[config.mk]
export PLATFORM = sky130hd
export DESIGN_NAME = multicycle_ctrl
export DESIGN_NICKNAME = d
export VERILOG_FILES = /design/src/rtl/multicycle_ctrl_pkg.sv /design/src/rtl/multicycle_ctrl_cond_check.sv /design/src/rtl/multicycle_ctrl.sv
export SDC_FILE = /design/constraint.sdc
export NUM_CORES = 1
export LEC_CHECK = 0
export CAP_MARGIN = 20
export CORE_ASPECT_RATIO = 1.1
export CORE_MARGIN = 1
export CORE_UTILIZATION = 42
export DETAILED_ROUTE_END_ITERATION = 8
export GPL_TIMING_DRIVEN = 0
export PLACE_DENSITY = 0.81
export RECOVER_POWER = 50
export SLEW_MARGIN = 5
export SYNTH_ARGS = -nofsm -noshare
export SYNTH_HDL_FRONTEND = slang
export SYNTH_SLANG_ARGS = --single-unit
[constraint.sdc]
create_clock -name clk -period 2.35 [get_ports clk]
set_clock_uncertainty 0.1 [all_clocks]
set_input_delay 0.3525 -clock clk [delete_from_list [all_inputs] [get_ports clk]]
set_output_delay 0.3525 -clock clk [all_outputs]
set_load 0.03 [all_outputs]
[src/rtl/multicycle_ctrl_pkg.sv]
// Shared encodings for the multicycle ARM-subset controller: FSM states,
// datapath select codes, data-processing commands and condition codes.
package mc_ctrl_pkg;

  typedef enum logic [3:0] {
    FETCH,
    DECODE,
    MEMADR,
    MEMREAD,
    MEMWB,
    MEMWRITE,
    EXECUTER,
    EXECUTEI,
    ALUWB,
    BRANCH
  } state_t;

  localparam logic [1:0] IMM_DP     = 2'b00;
  localparam logic [1:0] IMM_MEM    = 2'b01;
  localparam logic [1:0] IMM_BR     = 2'b10;

  localparam logic [1:0] SRCB_REG   = 2'b00;
  localparam logic [1:0] SRCB_IMM   = 2'b01;
  localparam logic [1:0] SRCB_FOUR  = 2'b10;

  localparam logic [1:0] RES_ALUOUT = 2'b00;
  localparam logic [1:0] RES_RDATA  = 2'b01;
  localparam logic [1:0] RES_ALU    = 2'b10;

  localparam logic [1:0] ALU_ADD    = 2'b00;
  localparam logic [1:0] ALU_SUB    = 2'b01;
  localparam logic [1:0] ALU_AND    = 2'b10;
  localparam logic [1:0] ALU_ORR    = 2'b11;

  localparam logic [1:0] OP_DP      = 2'b00;
  localparam logic [1:0] OP_MEM     = 2'b01;
  localparam logic [1:0] OP_BR      = 2'b10;

  localparam logic [3:0] CMD_AND    = 4'b0000;
  localparam logic [3:0] CMD_SUB    = 4'b0010;
  localparam logic [3:0] CMD_ADD    = 4'b0100;
  localparam logic [3:0] CMD_CMP    = 4'b1010;
  localparam logic [3:0] CMD_ORR    = 4'b1100;

  localparam logic [3:0] COND_EQ    = 4'b0000;
  localparam logic [3:0] COND_NE    = 4'b0001;
  localparam logic [3:0] COND_CS    = 4'b0010;
  localparam logic [3:0] COND_CC    = 4'b0011;
  localparam logic [3:0] COND_MI    = 4'b0100;
  localparam logic [3:0] COND_PL    = 4'b0101;
  localparam logic [3:0] COND_VS    = 4'b0110;
  localparam logic [3:0] COND_VC    = 4'b0111;
  localparam logic [3:0] COND_HI    = 4'b1000;
  localparam logic [3:0] COND_LS    = 4'b1001;
  localparam logic [3:0] COND_GE    = 4'b1010;
  localparam logic [3:0] COND_LT    = 4'b1011;
  localparam logic [3:0] COND_GT    = 4'b1100;
  localparam logic [3:0] COND_LE    = 4'b1101;
  localparam logic [3:0] COND_AL    = 4'b1110;
  localparam logic [3:0] COND_NV    = 4'b1111;

  function automatic logic cmd_supported(input logic [3:0] cmd);
    return (cmd == CMD_ADD) || (cmd == CMD_SUB) || (cmd == CMD_AND) ||
           (cmd == CMD_ORR) || (cmd == CMD_CMP);
  endfunction

  function automatic logic [1:0] dp_alu_control(input logic [3:0] cmd);
    logic [1:0] ctl;
    ctl = ALU_ADD;
    unique case (cmd)
      CMD_SUB, CMD_CMP: ctl = ALU_SUB;
      CMD_AND:          ctl = ALU_AND;
      CMD_ORR:          ctl = ALU_ORR;
      default:          ctl = ALU_ADD;
    endcase
    return ctl;
  endfunction

endpackage

[src/rtl/multicycle_ctrl_cond_check.sv]
// Condition-code evaluator: ARM cond field against NZCV. Pure combinational,
// shared with the pipelined core.
module cond_check (
  input  logic [3:0] cond,
  input  logic [3:0] nzcv,
  output logic       cond_ex
);
  import mc_ctrl_pkg::*;

  logic n, z, c, v;

  assign n = nzcv[3];
  assign z = nzcv[2];
  assign c = nzcv[1];
  assign v = nzcv[0];

  always_comb begin
    cond_ex = 1'b0;
    unique case (cond)
      COND_EQ: cond_ex = z;
      COND_NE: cond_ex = !z;
      COND_CS: cond_ex = c;
      COND_CC: cond_ex = !c;
      COND_MI: cond_ex = n;
      COND_PL: cond_ex = !n;
      COND_VS: cond_ex = v;
      COND_VC: cond_ex = !v;
      COND_HI: cond_ex = c && !z;
      COND_LS: cond_ex = !c || z;
      COND_GE: cond_ex = (n == v);
      COND_LT: cond_ex = (n != v);
      COND_GT: cond_ex = !z && (n == v);
      COND_LE: cond_ex = z || (n != v);
      COND_AL: cond_ex = 1'b1;
      COND_NV: cond_ex = 1'b0;
      default: cond_ex = 1'b0;
    endcase
  end

endmodule

[src/rtl/multicycle_ctrl.sv]
// Main control FSM of the multicycle ARM-subset core: sequences fetch, decode,
// execute, memory and writeback, and owns the NZCV flag register.
module multicycle_ctrl #(
  parameter logic [3:0] FLAG_RST = 4'b0000
) (
  input  logic        clk,
  input  logic        rst_n,
  input  logic [19:0] instr,
  input  logic [3:0]  alu_flags,
  input  logic        mem_ready,
  output logic        pc_write,
  output logic        ir_write,
  output logic        adr_src,
  output logic        mem_write,
  output logic        reg_write,
  output logic [1:0]  imm_src,
  output logic        alu_src_a,
  output logic [1:0]  alu_src_b,
  output logic [1:0]  alu_control,
  output logic [1:0]  result_src,
  output logic [3:0]  flags,
  output logic        illegal
);
  import mc_ctrl_pkg::*;

  state_t      state, state_next;
  logic [3:0]  cond, rd, cmd;
  logic [1:0]  op;
  logic [5:0]  funct;
  logic [3:0]  flags_q;
  logic        cond_ex, cond_ex_q;
  logic        is_cmp, is_arith, rd_pc, dec_illegal, in_exec, flag_load;
  logic        unused_rn;

  logic        pc_write_d, ir_write_d, adr_src_d, mem_write_d, reg_write_d;
  logic        alu_src_a_d, illegal_d;
  logic [1:0]  imm_src_d, alu_src_b_d, alu_control_d, result_src_d;

  assign cond      = instr[19:16];
  assign op        = instr[15:14];
  assign funct     = instr[13:8];
  assign rd        = instr[3:0];
  assign cmd       = funct[4:1];
  assign unused_rn = ^instr[7:4];

  assign is_cmp      = (cmd == CMD_CMP);
  assign is_arith    = (cmd == CMD_ADD) || (cmd == CMD_SUB) || (cmd == CMD_CMP);
  assign rd_pc       = (rd == 4'd15);
  assign dec_illegal = (cond == COND_NV) || (op == 2'b11) ||
                       ((op == OP_DP) && !cmd_supported(cmd));
  assign in_exec     = (state == EXECUTER) || (state == EXECUTEI);
  assign flag_load   = in_exec && cond_ex && (funct[0] || is_cmp);

  cond_check u_cond_check (
    .cond    (cond),
    .nzcv    (flags_q),
    .cond_ex (cond_ex)
  );

  always_ff @(posedge clk or negedge rst_n) begin
    if (!rst_n) state <= FETCH;
    else        state <= state_next;
  end

  // cond_ex is captured in EXECUTE so ALUWB sees the pre-update flags.
  always_ff @(posedge clk or negedge rst_n) begin
    if (!rst_n) begin
      flags_q   <= FLAG_RST;
      cond_ex_q <= 1'b0;
    end else if (in_exec) begin
      cond_ex_q <= cond_ex;
      if (flag_load) begin
        flags_q[3:2] <= alu_flags[3:2];
        if (is_arith) flags_q[1:0] <= alu_flags[1:0];
      end
    end
  end

  always_comb begin
    state_next = state;
    unique case (state)
      FETCH:    state_next = mem_ready ? DECODE : FETCH;
      DECODE: begin
        if (dec_illegal) state_next = FETCH;
        else begin
          unique case (op)
            OP_MEM:  state_next = MEMADR;
            OP_DP:   state_next = funct[5] ? EXECUTEI : EXECUTER;
            OP_BR:   state_next = BRANCH;
            default: state_next = FETCH;
          endcase
        end
      end
      MEMADR:   state_next = funct[0] ? MEMREAD : MEMWRITE;
      MEMREAD:  state_next = mem_ready ? MEMWB : MEMREAD;
      MEMWB:    state_next = FETCH;
      MEMWRITE: state_next = (mem_ready || !cond_ex) ? FETCH : MEMWRITE;
      EXECUTER: state_next = ALUWB;
      EXECUTEI: state_next = ALUWB;
      ALUWB:    state_next = FETCH;
      BRANCH:   state_next = FETCH;
      default:  state_next = FETCH;
    endcase
  end

  always_comb begin
    pc_write_d    = 1'b0;
    ir_write_d    = 1'b0;
    adr_src_d     = 1'b0;
    mem_write_d   = 1'b0;
    reg_write_d   = 1'b0;
    imm_src_d     = IMM_DP;
    alu_src_a_d   = 1'b0;
    alu_src_b_d   = SRCB_REG;
    alu_control_d = ALU_ADD;
    result_src_d  = RES_ALUOUT;
    illegal_d     = 1'b0;
    unique case (state)
      FETCH: begin
        ir_write_d   = mem_ready;
        pc_write_d   = mem_ready;
        alu_src_a_d  = 1'b1;
        alu_src_b_d  = SRCB_FOUR;
        result_src_d = RES_ALU;
      end
      DECODE: begin
        alu_src_a_d = 1'b1;
        alu_src_b_d = SRCB_FOUR;
        illegal_d   = dec_illegal;
      end
      MEMADR: begin
        alu_src_b_d   = SRCB_IMM;
        imm_src_d     = IMM_MEM;
        alu_control_d = funct[3] ? ALU_ADD : ALU_SUB;
      end
      MEMREAD: adr_src_d = 1'b1;
      MEMWB: begin
        result_src_d = RES_RDATA;
        reg_write_d  = cond_ex;
        pc_write_d   = cond_ex && rd_pc;
      end
      MEMWRITE: begin
        adr_src_d   = 1'b1;
        mem_write_d = cond_ex;
      end
      EXECUTER: alu_control_d = dp_alu_control(cmd);
      EXECUTEI: begin
        alu_src_b_d   = SRCB_IMM;
        imm_src_d     = IMM_DP;
        alu_control_d = dp_alu_control(cmd);
      end
      ALUWB: begin
        reg_write_d = cond_ex_q && !is_cmp;
        pc_write_d  = cond_ex_q && !is_cmp && rd_pc;
      end
      BRANCH: begin
        alu_src_b_d  = SRCB_IMM;
        imm_src_d    = IMM_BR;
        result_src_d = RES_ALU;
        pc_write_d   = cond_ex;
      end
      default: ;
    endcase
  end

  // Reset forces every control output low, including mem_ready-gated strobes.
  assign pc_write    = rst_n && pc_write_d;
  assign ir_write    = rst_n && ir_write_d;
  assign adr_src     = rst_n && adr_src_d;
  assign mem_write   = rst_n && mem_write_d;
  assign reg_write   = rst_n && reg_write_d;
  assign alu_src_a   = rst_n && alu_src_a_d;
  assign illegal     = rst_n && illegal_d;
  assign imm_src     = rst_n ? imm_src_d     : '0;
  assign alu_src_b   = rst_n ? alu_src_b_d   : '0;
  assign alu_control = rst_n ? alu_control_d : '0;
  assign result_src  = rst_n ? result_src_d  : '0;
  assign flags       = flags_q;

endmodule

After elaboration in Yosys (flattened, before gate mapping)
Cells that the tools add are included.
{ "word_totals": {"ff_bits": 9, "in_bits": 27, "output_inout_bits": 19, "word_cells": 110} }
{ "classes": {"n_eq_ne": 34, "mux": 26, "n_reduce_logical": 46} }
{ "ops": {"columns": ["op", "count"], "rows": [
  ["$eq A4 B4 Y1 const B", 13],
  ["$eq A4 B3 Y1 const B", 9],
  ["$pmux W4 S6", 1],
  ["$eq A4 B2 Y1 const B", 5],
  ["$pmux W1 S16", 1],
  ["$pmux W2 S2", 4],
  ["$logic_and A1 B1 Y1", 15],
  ["$logic_not A4 Y1", 3],
  ["$logic_or A1 B1 Y1", 12],
  ["$pmux W4 S3", 1],
  ["$reduce_or A2 Y1", 5],
  ["$mux W3", 3],
  ["$eq A4 B1 Y1 const B", 2],
  ["$mux W1", 8],
  ["$mux W2", 4],
  ["$logic_not A1 Y1", 7],
  ["$pmux W2 S3", 1],
  ["$eq A2 B2 Y1 const B", 2],
  ["$mux W4", 1],
  ["$pmux W1 S4", 1],
  ["$reduce_and A3 Y1", 1],
  ["$reduce_or A3 Y1", 1],
  ["$eq A2 B1 Y1 const B", 1],
  ["$logic_not A2 Y1", 1],
  ["4 further kinds", 4]
]} }

Longest topological paths before layout
Gate-level depths: netlist of the first run.
{ "depth": {"ltp_word": 10, "depth_mapped": 7, "mapped_depth_nobuf": 5} }

Hierarchy
Synthesis of the first run repeated with hierarchy kept, for this count alone.
{ "hier_totals": {"hier_cells": 121, "area_unflattened_um2": 999.7} }
{ "by_module_without_submodules": {"columns": ["module", "n_inst", "cells_each", "area_per_inst_um2", "seq_area_each_um2"], "rows": [
  ["multicycle_ctrl", 1, 98, 844.6, 225.2],
  ["cond_check", 1, 23, 155.1, 0.0]
]} }

Worst setup path before layout of the first run
Ideal clock, no wire load.
{ "synth_path": {"path_kind": "register to output", "start": "register flags_q[3], in the netlist flags[3]", "end": "output port mem_write", "arrival_time_ps": 2518, "required_ps": 1898, "setup_slack_ps": -620, "stages_incl_launch_ff": 7, "n_path_buf": 1, "cell_sequence": "dfrtp_1 -> xor2_1 -> nor4b_1 -> o311ai_2 -> and3_1 -> buf_6 -> nor4_1"} }
{ "synth_between": {"elab_chain_len": 5, "word_cells_on_any_way": 8, "cone_classes": "eq/ne (2); mux (2); reduce/logical (4)"} }
{ "synth_rtl": {"columns": ["element", "line", "rtl"], "rows": [
  ["start, declared", "multicycle_ctrl.sv:30", "logic [3:0] flags_q;"],
  ["start signal, assigned", "multicycle_ctrl.sv:73", "flags_q[3:2] <= alu_flags[3:2];"],
  ["$ne A1 B1 Y1 / $eq A1 B1 Y1 (equally long branches)", null, null],
  ["$logic_or A1 B1 Y1 / $logic_and A1 B1 Y1 (equally long branches)", "multicycle_ctrl_cond_check.sv:33, multicycle_ctrl_cond_check.sv:32", null],
  ["$pmux W1 S16 *", "multicycle_ctrl_cond_check.sv:19", "unique case (cond)"],
  ["$mux W1 *", "multicycle_ctrl.sv:118", "unique case (state)"],
  ["$logic_and A1 B1 Y1 *", "multicycle_ctrl.sv:170", "assign mem_write = rst_n && mem_write_d;"],
  ["end, declared", "multicycle_ctrl.sv:14", "output logic mem_write,"]
]} }
Every way passes the cells marked *; elsewhere a longest branch is shown, timed or not.

Worst setup path after layout of the first run
{ "layout_path": {"start": "register flags_q[0], in the netlist flags[0]", "end": "output port pc_write"} }
{ "layout_between": {"elab_chain_len": 6, "word_cells_on_any_way": 9, "cone_classes": "eq/ne (2); mux (2); reduce/logical (5)"} }
{ "layout_rtl": {"columns": ["element", "line", "rtl"], "rows": [
  ["start signal, assigned", "multicycle_ctrl.sv:74", "if (is_arith) flags_q[1:0] <= alu_flags[1:0];"],
  ["$ne A1 B1 Y1 / $eq A1 B1 Y1 (equally long branches)", null, null],
  ["$logic_or A1 B1 Y1 / $logic_and A1 B1 Y1 (equally long branches)", "multicycle_ctrl_cond_check.sv:33, multicycle_ctrl_cond_check.sv:32", null],
  ["$pmux W1 S16 *", "multicycle_ctrl_cond_check.sv:19", null],
  ["$logic_and A1 B1 Y1", "multicycle_ctrl.sv:140", "pc_write_d = cond_ex && rd_pc;"],
  ["$pmux W1 S4 *", "multicycle_ctrl.sv:118", null],
  ["$logic_and A1 B1 Y1 *", "multicycle_ctrl.sv:167", "assign pc_write = rst_n && pc_write_d;"],
  ["end, declared", "multicycle_ctrl.sv:11", "output logic pc_write,"]
]} }
Marked as above.

==> metrics.md, run 1 <==
| Metric | Value |
|---|---|
| H-Tree Level Count | `1` |
| Initial core utilization | `0.458` |
| Clock Path Buffers | `2` |
| Post-synthesis mux area share | `0.0518` |
| Leakage | `0.000783 uW` |
| Final period utilization | `1.05` |
| # rows | `18` |
| Synthesized Nets | `157` |
| Total CTS buffers | `3` |
| Largest family of logic cells by synthesized area | `simple AND/OR/NAND/NOR gates` |
| Post-synth EDFFs | `0` |
| # diodes | `0` |
| Avg Inst Size Synth | `8.17 um^2` |
| Most frequent cells in the layout | `clkdlybuf4s50_1 (15), buf_4 (14), nand2_1 (12)` |
| RSZ-0062 raised after global routing | `yes` |
| Clock Tree Root | `clkbuf_4` |
| Total gr overflow | `0` |
| Nets@finish | `217` |
| Post-synthesis compound-gate area fraction | `0.254` |
| Synth top area share | `0.212` |
| Post-Place Cells | `200` |
| Detail Route Antenna Nets | `0` |
| Seq/Total Area, Yosys | `0.212` |
| Die Y | `54.7 um` |
| Die area | `2730 um^2` |
| Synth-to-Final Area Change | `68.7%` |
| Drt first pass iters | `4` |
| Failing checks | `negative setup slack` |
| Initial drt markers | `41` |
| Switching pwr | `693 uW` |
| Final setup violation count | `3` |
| Reg2reg setup slack | `0.20 ns` |
| Design area | `1790 um^2` |
| CP Data Required Time | `1.90 ns` |
| Final Wtd Congestion | `0.882` |
| Top FF cell, synth | `dfrtp_1` |
| First-pass GRT wire length | `5660 um` |
| Slew Limit Fails | `0` |
| Power Internal | `735 uW` |
| Worst hold path type | `register to register` |
| Port bufs | `40` |
| Core footprint | `2320 um^2` |
| Initial antenna violation count | `0` |
| Share of cells above drive strength 1 | `0.376` |
| Clock Power Share | `0.084` |
| GR Util met2 | `0.498` |
| Worst-path clk slew | `0.06 ns` |
| Overall routed net length | `3770 um` |
| Placed inst area | `1540 um^2` |
| Final Hold Viols | `0` |
| XOR/XNOR share of the synthesized area | `0.0495` |
| PwrDens | `797 nW/um^2` |
| Adder-Cell Fraction of Synth Area | `0` |
| Peak supply drop | `0.000703 V` |
| Kind of critical path | `register to output pin` |
| Vias per cell | `6.02` |
| Largest cells by area after synthesis | `dfrtp_1 (21%), mux2_2 (4.2%), nand2_1 (4.2%), xor2_1 (4.1%), nand3b_1 (3.5%)` |
| Highest clock rate | `0.403 GHz` |
| Commonest non-fill, non-tap cell in the layout | `clkdlybuf4s50_1` |
| Netlist cell types | `55` |
| Critical path data arrival time | `2.03 ns` |
| # Max-Cap Violations | `0` |
| IO Pins | `46` |
| Post-synthesis async set-or-reset flop share | `1.00` |
| Mapped Cells | `130` |
| CP startpoint kind | `register` |
| Yosys top cell by area | `dfrtp_1` |
| Post-Synth Simple-Gate Area | `0.363` |
| Final Non-Filler Cells | `219` |
| Slew HR | `0.648` |
| Final setup margin | `-0.129 ns` |
| Gr usage total | `0.281` |
| Via count | `1319` |
| Wire length per cell | `17.2 um` |
| Met3 Resource Use GR | `0.0333` |
| Post-Syn Area | `1060 um^2` |
| Met1 GRT Util | `0.346` |
| Status | `finished, violations left` |
| Vias in the first global route | `1204` |
| Worst skew pair latency | `0.26 ns` |
| Synth Register Bits | `9` |
| Die extent in x | `50.0 um` |
| Final HPWL DP | `2310 um` |
| Setup crit end kind | `output pin` |
| Clock Sinks | `9` |
| Worst-margin pin slew | `0.528 ns` |
| # DRC | `0` |
| Hold_ws | `0.429 ns` |
| Logic pwr share | `0.712` |
| CTS tree | `built` |
| Sequential Power Share | `0.203` |
| Synth warn | `0` |
| Worst Path Max Fanout | `5` |
| Largest net degree at the start of global routing | `11` |
| Grt peak-use layer | `met2` |
| Sw frac | `0.485` |
| Min cycle time layout | `2.48 ns` |
-- cell type report --
type                            count  area (um^2)
Sequential cell                     9          230
Tap cell                           30         37.5
Buffer                              8         63.8
Fill cell                         154          528
Multi-Input combinational cell    109          913
Inverter                            3         11.3
Clock buffer                        4         26.3
Timing Repair Buffer               56          509
-- state kept, by name, indices dropped and copies added, names as in the netlist --
| signal | count |
|---|---|
| cond_ex_q | 1 |
| flags | 4 |
| state | 4 |
-- cell usage after synthesis (2+ instances only) --
cell type / instances
a211oi_1: 2
a21oi_1: 3
a31oi_1: 3
and3_1: 2
buf_1: 2
buf_2: 2
buf_6: 3
dfrtp_1: 9
inv_1: 3
mux2_2: 4
nand2_1: 12
nand2b_1: 4
nand3_1: 2
nand3b_1: 5
nor2_1: 10
nor2b_1: 2
nor3_1: 7
nor3b_1: 3
nor4b_1: 4
o21ai_0: 5
o31ai_1: 3
or2_2: 2
or2b_1: 2
xor2_1: 5
-- metal layers --
metal,part of all wire,vias to the layer above
met2,0.49,71
li1,-,614
met5,0,-
met3,0.066,14
met4,0.024,0
met1,0.42,620
-- metrics by stage --
| stage | TNS (ns) | worst slack (ns) | util | power [uW] |
|---|---|---|---|---|
| floorplan | -0.00696 | -0.00353 | - | 851 |
| global placement | -9.65 | -0.949 | 0.662 | 1120 |
| detailed placement | -10.42 | -0.991 | 0.662 | 1140 |
| CTS | -0.270 | -0.123 | 0.754 | 1370 |
| global route | -0.485 | -0.172 | 0.772 | 1510 |
| finish | -0.330 | -0.129 | 0.772 | 1430 |
-- power by group through the flow --
stage | logic (uW) | registers [uW] | clock network [uW]
3_5_place_dp | 856 | 284 | 0
3_3_place_gp | 838 | 280 | 0
4_1_cts | 971 | 276 | 123
6_report | 1020 | 291 | 120
5_1_grt | 1080 | 298 | 128
2_1_floorplan | 550 | 301 | 0
-- cell families (layout without fill, tap and decap cells) --
| group | after synthesis | after routing |
|---|---|---|
| flops | 9 | 9 |
| mux | 5 | 5 |
| buf+inv | 12 | 71 |
| compound gates | 33 | 33 |
| xor+xnor | 6 | 6 |
| simple gates | 65 | 65 |
-- worst paths after layout --
path	start	end	cells past startpoint
worst max register to register	flags[0]	flags[3]	6
min in group asynchronous	rst_n	state[0]	2
worst max-delay path	flags[0]	pc_write	6
worst min-delay path	cond_ex_q	cond_ex_q	2
worst min register to register	cond_ex_q	cond_ex_q	2
max in group asynchronous	rst_n	flags[2]	2
-- critical path, stage by stage, from the launching register on --
cell and delay (ns):
dfrtp_2 0.47, xor2_4 0.21, a32o_2 0.31, o311ai_4 0.24, and3_4 0.30, o41ai_4 0.08
buf_6 0.16
-- timing repair --
| action | 4_1_cts | 5_1_grt |
|---|---|---|
| pin swaps | 8 | 4 |
| hold buffers | 1 | 0 |
| gates cloned | 1 | 0 |
| buffers inserted | 11 | 3 |
| setup endpoints to repair | 17 | 7 |
| resized for setup | 76 | 17 |
| endpoints found under the hold margin | 9 | 0 |
Power figures use the tool's default switching activity.
==> run 2: changes to the inputs <==
--- a/config.mk
+++ b/config.mk
@@ -6,9 +6,10 @@
 export NUM_CORES = 1
 export LEC_CHECK = 0
 export CAP_MARGIN = 20
-export CORE_ASPECT_RATIO = 1.1
+export CELL_PAD_IN_SITES_DETAIL_PLACEMENT = 1
+export CELL_PAD_IN_SITES_GLOBAL_PLACEMENT = 1
 export CORE_MARGIN = 1
-export CORE_UTILIZATION = 42
+export CORE_UTILIZATION = 30
 export DETAILED_ROUTE_END_ITERATION = 8
 export GPL_TIMING_DRIVEN = 0
 export PLACE_DENSITY = 0.81
==> metrics.md, run 2 (same netlist as run 1, synthesis figures left out) <==
| Metric | Value |
|---|---|
| Total CTS buffers | `3 (unchanged)` |
| Worst hold path type | `register to register` |
| Port bufs | `40 (unchanged)` |
| R2R Path End | `flags[3]` |
| Synth-to-Final Area Change | `76.6%` |
| Total gr overflow | `0 (unchanged)` |
| Met1 GRT Util | `0.253 (-0.0936)` |
| GR Util met2 | `0.461 (-0.0369)` |
| Critical path data arrival time | `2.07 ns (+0.04 ns)` |
| Worst Path Max Fanout | `6 (+1)` |
| # diodes | `0 (unchanged)` |
| Nets@finish | `223 (+2.8%)` |
| Design area | `1880 um^2 (+4.7%)` |
| Final Wtd Congestion | `0.791 (-10%)` |
| # rows | `21 (+3)` |
| Fillers | `413 (+170%)` |
| Worst skew pair latency | `0.26 ns (about the same)` |
| Grt peak-use layer | `met2` |
| Final Non-Filler Cells | `241 (+10%)` |
| Overall routed net length | `4400 um (+17%)` |
| Share of cells above drive strength 1 | `0.379 (+0.00383)` |
| Setup crit end kind | `output pin` |
| Status | `finished, violations left` |
| Die Y | `61.5 um (+12%)` |
| Final setup margin | `-0.172 ns (-0.0433 ns)` |
| Met3 Resource Use GR | `0.0168 (-0.0165)` |
| Post-Place Cells | `216 (+8.0%)` |
| Largest net degree at the start of global routing | `11 (unchanged)` |
| Vias in the first global route | `1332 (+11%)` |
| Detail Route Antenna Nets | `0 (unchanged)` |
| H-Tree Level Count | `1 (unchanged)` |
| Clock Sinks | `9 (unchanged)` |
| Placed inst area | `1560 um^2 (+1.3%)` |
| Final period utilization | `1.07 (+0.0184)` |
| Initial core utilization | `0.316 (-0.142)` |
| # Max-Cap Violations | `0 (unchanged)` |
| Min cycle time layout | `2.52 ns (+0.0433 ns)` |
| Drt first pass iters | `4 (unchanged)` |
| Hold_sp | `cond_ex_q` |
| Initial drt markers | `24 (-41%)` |
| Core footprint | `3360 um^2 (+45%)` |
| Worst-margin pin slew | `0.439 ns (-0.0889 ns)` |
| Die extent in x | `61.5 um (+23%)` |
| FF+latch area | `230 um^2 (unchanged)` |
| Initial antenna violation count | `0 (unchanged)` |
| Worst-path clk slew | `0.06 ns (about the same)` |
| CP Data Required Time | `1.90 ns (about the same)` |
| Clock Tree Root | `clkbuf_4` |
| R2R depth | `7 (+1)` |
| Slew Limit Fails | `0 (unchanged)` |
| Area of the multi-input gates | `923 um^2 (+1.1%)` |
| Final Hold Viols | `0 (unchanged)` |
| Reg2reg setup slack | `0.09 ns (-0.11 ns)` |
| Vias per cell | `5.51 (-8.5%)` |
| Gr usage total | `0.232 (-0.0490)` |
| Via count | `1328 (+0.68%)` |
| Wire length per cell | `18.2 um (+5.9%)` |
| Most frequent cells in the layout | `buf_4 (19), clkdlybuf4s50_1 (16), dlygate4sd2_1 (13)` |
| Peak supply drop | `0.000345 V (-51%)` |
| Slew HR | `0.704 (+0.0560)` |
| Failing checks | `negative setup slack` |
| Kind of critical path | `register to output pin` |
| PwrDens | `778 nW/um^2 (-2.4%)` |
| IO Pins | `46 (unchanged)` |
| Die area | `3780 um^2 (+38%)` |
| FF-to-FF Start | `flags[2]` |
| First-pass GRT wire length | `6330 um (+12%)` |
| Commonest non-fill, non-tap cell in the layout | `buf_4` |
| CTS tree | `built` |
| Clock Path Buffers | `2 (unchanged)` |
| Finished Core Util | `0.558 (-0.215)` |
| Final setup violation count | `3 (unchanged)` |
| Hold path depth | `2 (unchanged)` |
| Leakage | `0.000789 uW (+0.68%)` |
| CP startpoint kind | `register` |
| Highest clock rate | `0.396 GHz (-1.7%)` |
| Worst setup endpoint | `mem_write` |
| CP startpoint | `flags[2]` |
| # DRC | `0 (unchanged)` |
| RSZ-0062 raised after global routing | `yes` |
| Final HPWL DP | `2660 um (+15%)` |
==> run 2: cell types whose count changed in the layout (fill, tap and decap cells not counted), moves of 2 or more <==
cell	previous run	this run
buf_6	6	4
buf_2	7	5
dlymetal6s2s_1	2	0
dlygate4sd2_1	11	13
buf_4	14	19
==> run 2: final cells by class <==
type                    count  share of cell area
plain buffers               8              0.0340
clock buffers               4              0.0140
inverters                   3             0.00600
multi-input cells         109               0.492
flip-flops and latches      9               0.123
well taps                  46              0.0307
repair buffers             62               0.300
==> run 2: per-stage QoR <==
step                      power, uW  setup TNS [ns]  setup WS, ns  hold WS [ns]
after floorplan                 851        -0.00696      -0.00353       -0.0431
after detailed placement       1160          -11.03         -1.01         0.407
after CTS                      1380          -0.455        -0.209         0.420
after global routing           1540          -0.689        -0.224         0.509
final                          1460          -0.459        -0.172         0.444
after global placement         1130          -10.31        -0.985         0.404
==> run 2: worst min-delay path by stage <==
stage / endpoint
final: cond_ex_q
after global routing: cond_ex_q
after CTS: cond_ex_q
after detailed placement: cond_ex_q
after global placement: cond_ex_q
after floorplan: cond_ex_q
==> run 2: metal layers <==
metal | vias up | routed length, um
li1 | 624 | -
met1 | 651 | 1660
met2 | 45 | 2480
met3 | 8 | 174
met4 | 0 | 85
met5 | - | 0
==> run 2: what timing repair did <==
action                                 CTS  global route
setup buffers                            8            10
pin swaps                                9             6
resized for setup                       77            11
setup endpoints to repair               17             6
hold buffers                             2             0
endpoints found under the hold margin    3             0
gates cloned                             2             0
==> run 2: critical path, cell delays in order, from the launching register on <==
cell	delay (ns)
dfrtp_2	0.47
nor3b_2	0.21
a21oi_1	0.08
o311a_1	0.34
and3_4	0.24
nor4_4	0.27
buf_4	0.19
==> run 2: power by group <==
part	switching [uW]	internal [uW]	total, uW
Clock	52.9	65.4	118
Sequential	85.0	215	300
Combinational	583	459	1040
Total	721	739	1460
==> run 3: changes to the inputs <==
--- a/config.mk
+++ b/config.mk
@@ -5,14 +5,15 @@
 export SDC_FILE = /design/constraint.sdc
 export NUM_CORES = 1
 export LEC_CHECK = 0
+export ABC_AREA = 1
 export CAP_MARGIN = 20
 export CELL_PAD_IN_SITES_DETAIL_PLACEMENT = 1
 export CELL_PAD_IN_SITES_GLOBAL_PLACEMENT = 1
-export CORE_MARGIN = 1
-export CORE_UTILIZATION = 30
+export CORE_MARGIN = 5
+export CORE_UTILIZATION = 27
 export DETAILED_ROUTE_END_ITERATION = 8
 export GPL_TIMING_DRIVEN = 0
-export PLACE_DENSITY = 0.81
+export PLACE_DENSITY = 0.8
 export RECOVER_POWER = 50
 export SLEW_MARGIN = 5
 export SYNTH_ARGS = -nofsm -noshare
==> metrics.md, run 3 <==
| Metric | Value |
|---|---|
| First-pass GRT wire length | `6040 um (-4.5%)` |
| Hold path depth | `2 (unchanged)` |
| IO Pins | `46 (unchanged)` |
| Final Wtd Congestion | `0.818 (+3.4%)` |
| Clock Sinks | `9 (unchanged)` |
| Fillers | `532 (+29%)` |
| Largest cells by area after synthesis | `dfrtp_1 (21%), nand2_1 (16%), nor2_1 (12%), inv_1 (12%), nand3_1 (8.4%)` |
| # diodes | `0 (unchanged)` |
| Overall routed net length | `3590 um (-18%)` |
| Via count | `1389 (+4.6%)` |
| Adder-Cell Fraction of Synth Area | `0 (unchanged)` |
| Post-synth EDFFs | `0 (unchanged)` |
| Final period utilization | `0.946 (-0.128)` |
| Port bufs | `40 (unchanged)` |
| Initial antenna violation count | `0 (unchanged)` |
| Die area | `5340 um^2 (+41%)` |
| Die extent in x | `73.1 um (+19%)` |
| Die Y | `73.1 um (+19%)` |
| Status | `finished, final reports clean` |
| Final HPWL DP | `2990 um (+12%)` |
| Worst-margin pin slew | `0.399 ns (-0.0398 ns)` |
| RSZ-0062 raised after global routing | `yes` |
| Core footprint | `3940 um^2 (+17%)` |
| # DRC | `0 (unchanged)` |
| XOR/XNOR share of the synthesized area | `0 (-0.0495)` |
| Highest clock rate | `0.450 GHz (+14%)` |
| Largest net degree at the start of global routing | `11 (unchanged)` |
| Clock Path Buffers | `2 (unchanged)` |
| Wire length per cell | `12.4 um (-32%)` |
| Worst-path clk slew | `0.04 ns (-0.02 ns)` |
| Synthesized Nets | `218 (+39%)` |
| Final Hold Viols | `0 (unchanged)` |
| Post-synthesis compound-gate area fraction | `0.121 (-0.133)` |
| PwrDens | `757 nW/um^2 (-2.7%)` |
| Design area | `1620 um^2 (-14%)` |
| Detail Route Antenna Nets | `0 (unchanged)` |
| Most frequent cell after synthesis | `nand2_1` |
| Critical path data arrival time | `1.77 ns (-0.30 ns)` |
| Share of cells above drive strength 1 | `0.200 (-0.179)` |
| Total gr overflow | `0 (unchanged)` |
| CP startpoint kind | `input pin` |
| Synth Register Bits | `9 (unchanged)` |
| Synth warn | `0 (unchanged)` |
| Post-synthesis mux area share | `0 (-0.0518)` |
| Yosys top cell by area | `dfrtp_1` |
| Initial core utilization | `0.273 (-0.0432)` |
| Min cycle time layout | `2.22 ns (-0.300 ns)` |
| Area of the multi-input gates | `732 um^2 (-21%)` |
| Kind of critical path | `input pin to output pin` |
| # Max-Cap Violations | `0 (unchanged)` |
| Initial drt markers | `46 (+92%)` |
| Synth-to-Final Area Change | `50.6%` |
| Nets@finish | `268 (+20%)` |
| Gr usage total | `0.139 (-0.0928)` |
| Mapped Cells | `191 (+47%)` |
| Placed inst area | `1540 um^2 (-1.1%)` |
| Post-Syn Area | `1070 um^2 (+1.2%)` |
| Commonest non-fill, non-tap cell in the layout | `nand2_1` |
| H-Tree Level Count | `1 (unchanged)` |
| Avg Inst Size Synth | `5.63 um^2 (-31%)` |
| Total CTS buffers | `3 (unchanged)` |
| Leakage | `0.000834 uW (+5.7%)` |
| Final Non-Filler Cells | `290 (+20%)` |
| Largest family of logic cells by synthesized area | `simple AND/OR/NAND/NOR gates` |
| Peak supply drop | `0.000327 V (-5.2%)` |
| Worst hold path type | `register to register` |
| Top FF cell, synth | `dfrtp_1` |
| Seq/Total Area, Yosys | `0.210 (-0.00247)` |
| Clock Tree Root | `clkbuf_8` |
| Most frequent cells in the layout | `nand2_1 (42), inv_1 (30), nor2_1 (30)` |
| Drt first pass iters | `4 (unchanged)` |
| Netlist cell types | `27 (-51%)` |
| Post-Synth Simple-Gate Area | `0.525 (+0.162)` |
| CTS tree | `built` |
| Final setup violation count | `0 (-3)` |
| Post-Place Cells | `281 (+30%)` |
| Total Neg Setup Slack | `0 ns (+0.459 ns)` |
| Vias in the first global route | `1470 (+10%)` |
| CP Data Required Time | `1.90 ns (about the same)` |
| Slew Limit Fails | `0 (unchanged)` |
| FF+latch area | `228 um^2 (-1.1%)` |
| R2R depth | `11 (+4)` |
| Worst Path Max Fanout | `5 (-1)` |
| Synth top area share | `0.210 (-0.00247)` |
| Slew HR | `0.733 (+0.0294)` |
| Post-synthesis async set-or-reset flop share | `1.00 (unchanged)` |
| Setup crit end kind | `output pin` |
| # rows | `23 (+9.5%)` |
| Vias per cell | `4.79 (-13%)` |
| Most instantiated cells after synthesis | `nand2_1 (45), nor2_1 (34), inv_1 (33)` |
| Worst skew pair latency | `0.23 ns (-0.03 ns)` |
-- run 3: per-stage QoR --
| step | hold WS [ns] | power, uW | setup slack [ns] | util |
|---|---|---|---|---|
| floorplan | -0.0431 | 763 | 0.0995 | - |
| global placement | 0.377 | 1040 | -0.793 | 0.390 |
| detailed placement | 0.369 | 1050 | -0.780 | 0.390 |
| CTS | 0.391 | 1210 | 0.0292 | 0.402 |
| global route | 0.422 | 1330 | -0.00663 | 0.411 |
| finish | 0.389 | 1230 | 0.128 | 0.411 |
-- run 3: per-layer routing --
| metal | vias up | GRT usage | part of all wire |
|---|---|---|---|
| li1 | 709 | - | - |
| met4 | 0 | 0.0369 | 0.0042 |
| met3 | 2 | 0.0165 | 0.030 |
| met2 | 19 | 0.265 | 0.53 |
| met1 | 659 | 0.160 | 0.43 |
| met5 | - | 0 | 0 |
-- run 3: cells by family after synthesis --
group,count (synthesis)
AO/OA/AOI/OAI,23
buffers and inverters,38
flip-flops,9
AND/OR/NAND/NOR,121
-- run 3: where the power goes --
group	internal (uW)	switching [uW]	total (uW)
Sequential	209	55.6	265
Clock	118	54.9	173
Combinational	270	518	788
Total	597	628	1230
-- run 3: worst max-delay path, stage by stage --
cell	delay [ns]
dlygate4sd3_1	0.60
nor2_1	0.12
nand3_1	0.08
nand2_1	0.12
a21oi_2	0.06
nor4_2	0.22
buf_4	0.20
-- run 3: path summary, 6_finish.rpt --
path | from | slack [ns] | to
min in group asynchronous | rst_n | 0.70 | flags[3]
max | instr[15] | 0.13 | illegal
min reg2reg | cond_ex_q | 0.39 | cond_ex_q
max in group asynchronous | rst_n | 1.15 | flags[0]
max reg2reg | flags[0] | 0.64 | flags[1]
min | cond_ex_q | 0.39 | cond_ex_q
-- run 3: timing repair --
| action | CTS | global route |
|---|---|---|
| buffers inserted | 2 | 2 |
| pin swaps | 1 | 4 |
| setup endpoints to repair | 15 | 9 |
| hold endpoints to repair | 9 | 0 |
| hold buffers | 1 | 0 |
| cloned | 0 | 0 |
| gates resized for setup | 43 | 41 |
-- run 3: layout make-up --
class,instances,share of cell area
inverters,35,0.0819
plain buffers,3,0.0147
well taps,50,0.0386
flip-flops and latches,9,0.141
multi-input cells,144,0.452
clock buffers,4,0.0278
repair buffers,45,0.244
